==> src/rtl/maxnet_feeder.sv <==
// maxnet_feeder: loads eps/a1..a4 operands, pulses start to the core,
// waits for finish under a watchdog and returns the result over valid/ready.
module maxnet_feeder #(
    parameter int DATA_W         = 32,
    parameter int TIMEOUT_CYCLES = 200000,
    parameter int CNT_W          = $clog2(TIMEOUT_CYCLES)
) (
    input  logic              clk,
    input  logic              rst,
    input  logic [DATA_W-1:0] in_data,
    input  logic              in_valid,
    output logic              in_ready,
    output logic [DATA_W-1:0] eps,
    output logic [DATA_W-1:0] a1,
    output logic [DATA_W-1:0] a2,
    output logic [DATA_W-1:0] a3,
    output logic [DATA_W-1:0] a4,
    output logic              start,
    input  logic              finish,
    input  logic [DATA_W-1:0] result,
    output logic [DATA_W-1:0] res_data,
    output logic              res_err,
    output logic              res_valid,
    input  logic              res_ready,
    output logic              busy
);

    typedef enum logic [1:0] {
        LOAD,
        START,
        WAIT,
        HOLD
    } state_t;

    state_t           state;
    state_t           state_nx;
    logic [2:0]       idx;
    logic [CNT_W-1:0] wd;
    logic             accept;
    logic             wd_last;
    logic             fin_hit;
    logic             to_hit;

    assign accept  = in_valid & in_ready;
    assign wd_last = (wd == CNT_W'(TIMEOUT_CYCLES - 1));
    // finish takes priority over an expiring watchdog in the same cycle
    assign fin_hit = (state == WAIT) & finish;
    assign to_hit  = (state == WAIT) & ~finish & wd_last;

    assign in_ready  = (state == LOAD) & ~rst;
    assign start     = (state == START);
    assign busy      = (state == START) | (state == WAIT);
    assign res_valid = (state == HOLD);

    always_ff @(posedge clk) begin
        if (rst) begin
            state <= LOAD;
        end else begin
            state <= state_nx;
        end
    end

    always_comb begin
        state_nx = state;
        unique case (state)
            LOAD: begin
                if (accept && idx == 3'd4) begin
                    state_nx = START;
                end
            end
            START: begin
                state_nx = WAIT;
            end
            WAIT: begin
                if (fin_hit || to_hit) begin
                    state_nx = HOLD;
                end
            end
            HOLD: begin
                if (res_ready) begin
                    state_nx = LOAD;
                end
            end
            default: begin
                state_nx = LOAD;
            end
        endcase
    end

    always_ff @(posedge clk) begin
        if (rst) begin
            idx <= 3'd0;
            eps <= '0;
            a1  <= '0;
            a2  <= '0;
            a3  <= '0;
            a4  <= '0;
        end else if (accept) begin
            idx <= (idx == 3'd4) ? 3'd0 : idx + 3'd1;
            case (idx)
                3'd0:    eps <= in_data;
                3'd1:    a1  <= in_data;
                3'd2:    a2  <= in_data;
                3'd3:    a3  <= in_data;
                3'd4:    a4  <= in_data;
                default: ;
            endcase
        end
    end

    always_ff @(posedge clk) begin
        if (rst) begin
            wd       <= '0;
            res_data <= '0;
            res_err  <= 1'b0;
        end else if (state == START) begin
            wd <= '0;
        end else if (fin_hit) begin
            res_data <= result;
            res_err  <= 1'b0;
        end else if (to_hit) begin
            res_data <= '0;
            res_err  <= 1'b1;
        end else if (state == WAIT) begin
            wd <= wd + CNT_W'(1);
        end
    end

endmodule

==> config.mk <==
export PLATFORM = sky130hd
export DESIGN_NAME = maxnet_feeder
export DESIGN_NICKNAME = d
export VERILOG_FILES = /design/src/rtl/maxnet_feeder.sv
export SDC_FILE = /design/constraint.sdc
export NUM_CORES = 1
export LEC_CHECK = 0
export ABC_AREA = 1
export CELL_PAD_IN_SITES_DETAIL_PLACEMENT = 1
export CELL_PAD_IN_SITES_GLOBAL_PLACEMENT = 1
export CORE_ASPECT_RATIO = 0.6
export CORE_UTILIZATION = 34
export CTS_BUF_LIST = sky130_fd_sc_hd__clkbuf_4
export DETAILED_ROUTE_END_ITERATION = 8
export PLACE_DENSITY_LB_ADDON = 0.1
export SETUP_SLACK_MARGIN = 0.15
export SYNTH_ARGS = -nofsm -noshare
export SYNTH_HDL_FRONTEND = slang
export SYNTH_SLANG_ARGS = --single-unit
==> constraint.sdc <==
create_clock -name clk -period 2.3 [get_ports clk]
set_input_delay 0.69 -clock clk [delete_from_list [all_inputs] [get_ports clk]]
set_output_delay 0.69 -clock clk [all_outputs]
set_load 0.005 [all_outputs]
==> results.sh <==
export IMPL_critPathKind="reg2out"
export IMPL_fin_crit_sh_pct=93.5
export IMPL_r2r_cells=12
export IMPL_fin_util_pct=50.4
export IMPL_dpl_cell_area_um2=11300
export IMPL_finalHoldViolations=0
export IMPL_h_tree_depth=2
export IMPL_p_sw_share_pct=31.4
export IMPL_synth_seq_cells=216
export IMPL_slew_headroom_pct=60.9
export IMPL_die_area_um2=24900
export IMPL_die_w_um=203
export IMPL_core_area_um2=23500
export IMPL_status="completed"
export IMPL_grt_start_max_net_pins=81
export IMPL_fin_nets=1436
export IMPL_switchingPower_mw=2.99
export IMPL_drtAntennaViolNets=0
export IMPL_cp_end_kind="output pin"
export IMPL_yosys_warnings=0
export IMPL_final_area_um2=11800
export IMPL_start_kind="flop"
export IMPL_fp_dieH_um=123
export IMPL_n_antenna_cell=0
export IMPL_fin_ws_ps=148
export IMPL_hold_depth=2
export IMPL_drt_drc_violations_left=0
export IMPL_pin_count=266
export IMPL_synthCells=1071
export IMPL_viasPerCell=4.88
export IMPL_syn_cell_area_um2=8260
export IMPL_p_leak_nw=5.65
export IMPL_layout_drive_gt1_share_pct=13.1
export IMPL_ys_seq_area_share_pct=52.4
export IMPL_cp_max_fo=3
export IMPL_syn_area_per_cell_um2=7.71
export IMPL_dp_cells=1613
export IMPL_power_density_nw_per_um2=805
export IMPL_grt_pass1_vias=8405
export IMPL_drt_iter0_markers=302
export IMPL_synth_top_area_share_pct=52.4
export IMPL_cts_tree="built"
export IMPL_wire_per_inst_um=18.2
export IMPL_holdPathEnd="res_data[26]"
export IMPL_post_dp_hpwl_mm=21.3
export IMPL_start_util_pct=35.2
export IMPL_totalWireLength_mm=31.1
export IMPL_synth_net_count=1150
export IMPL_combPwrFrac_pct=22.1
export IMPL_max_slew_worst_pin_slew_ps=583
export IMPL_stdcell_count=1709
export IMPL_worstHoldStart="res_data[26]"
export IMPL_peakVddDrop_mv=0.363
export IMPL_ys_top_cells_by_area="dfxtp_1 52%, nor2_1 13%, o21ai_0 7.1%"
export IMPL_dr_pass1_iters=5
export IMPL_power_frac_clock_pct=33.4
export IMPL_clock_sinks=216
export IMPL_r2r_end="wd[0]"
export IMPL_dp_slack_ps=55.0
export IMPL_clkLatencyLatePin_ps=670
export IMPL_overflow=0
export IMPL_io_buffers=265
export IMPL_cts_made_buffers=53
export IMPL_clk_pin_slew_ps=70
export IMPL_reg2reg_from="state[0]"
export IMPL_antenna_found_initial=0
export IMPL_power_mw=9.51
export IMPL_grtUsageTotal_pct=24.8
export IMPL_arrival_ps=1460
export IMPL_slew_violations=0
export IMPL_seqPwrFrac_pct=44.5
export IMPL_layout_commonest_cell="nor2_1"
export IMPL_synth_cell_types=29
export IMPL_cts_buffer_depth=3
export IMPL_grt_pass1_wl_mm=47.8
export IMPL_cp_startpoint="state[0]"
export IMPL_rsz0062_at_grt="yes"
export IMPL_hold_class="reg2reg"
export IMPL_timing_final_crit_period_ps=2150
export IMPL_yosysTopAreaCell="dfxtp_1"
export IMPL_final_cell_mix="277 x nor2_1, 193 x dlygate4sd2_1, 184 x dfxtp_1"
export IMPL_rows=43
export IMPL_cts_root_buf="clkbuf_4"
export IMPL_crit_required_ps=1610
export IMPL_reg2reg_slack_ps=470
export IMPL_place_congestion=0.751
export IMPL_vias=8341
export IMPL_fin_skew_ps=18.9
export IMPL_setup_viol=0
export IMPL_p_int_mw=6.52
export IMPL_fmax_mhz=465
export IMPL_cap_violations=0
export IMPL_area_delta_synth_final_pct=43.1
## timing repair
item                       4_1_cts  5_1_grt
buffers inserted                 3        1
hold buffers                     0        0
setup endpoints to repair      197        3
gates resized for setup        248        4
pin swaps                        1        0
## worst max path at each step
stage	to	slack (ps)	cells past startpoint
global placement	a2[12]	110	7
finish	start	150	3
global route	in_ready	40	5
floorplan	a1[0]	550	8
detailed placement	a2[12]	50	7
CTS	in_ready	-40	5
## Yosys cell counts
| master | number |
|---|---|
| nor2_1 | 277 |
| buf_6 | 6 |
| nand3_4 | 2 |
| o21ai_0 | 117 |
| dfxtp_1 | 216 |
| xnor2_1 | 4 |
| nand4_2 | 1 |
| ha_1 | 10 |
| o21ai_1 | 15 |
| buf_1 | 2 |
| xor2_1 | 8 |
| nand2_4 | 1 |
| inv_1 | 26 |
| clkbuf_1 | 29 |
| buf_2 | 27 |
| buf_4 | 4 |
| o31ai_1 | 1 |
| nand3b_1 | 2 |
| nand3_1 | 84 |
| nand2_1 | 144 |
| nand2_2 | 5 |
| clkinv_1 | 4 |
| nor2_2 | 5 |
| nor3_1 | 2 |
| a21oi_1 | 67 |
| inv_2 | 2 |
| nand3_2 | 1 |
| nor2_4 | 3 |
| nand4_1 | 6 |
## critical path, stage by stage, from the launching register on
cell and delay (ps):
dfxtp_4 370, buf_4 150, ha_4 160, buf_2 130
## cells by family after synthesis
family	synth area share [%]
buf+inv	5.68
simple gates	27.0
flops	52.4
compound gates	12.2
fa+ha+maj	1.52
xor+xnor	1.27
## flip-flops by register name (all words and copies together) (netlist names)
register	cells
res_err	1
state	2
wd	18
eps	32
a1	32
a3	32
a4	32
a2	32
res_data	32
idx	3
## layer usage
metal  wire (µm)  vias to the layer above  global-route usage (%)
met1       15200                     4012                    34.3
li1            -                     4084                       -
met2       13200                      225                    37.1
met3        2490                       20                    8.47
met4         241                        0                    5.64
met5           0                        -                       0
## power groups by stage
stage	registers, mW	clock network, mW	logic [mW]
floorplan	4.30	0	0.948
global placement	4.30	0	2.15
detailed placement	4.31	0	2.19
CTS	4.23	3.28	2.10
global route	4.27	3.47	2.32
finish	4.23	3.17	2.10
## metrics by stage
step / hold WS (ps) / setup TNS, ps
floorplan: 444 / 0
global placement: 441 / 0
detailed placement: 450 / 0
CTS: 459 / -40.6
global route: 475 / 0
finish: 461 / 0
## area by class of cell
cell class / count / area, µm²
Clock inverter: 12 / 47.5
Multi-Input combinational cell: 755 / 3490
Clock buffer: 80 / 601
Sequential cell: 216 / 4370
Inverter: 32 / 128
Timing Repair Buffer: 299 / 2790
Tap cell: 315 / 394
Fill cell: 2963 / 11600
Power figures use the tool's default switching activity.
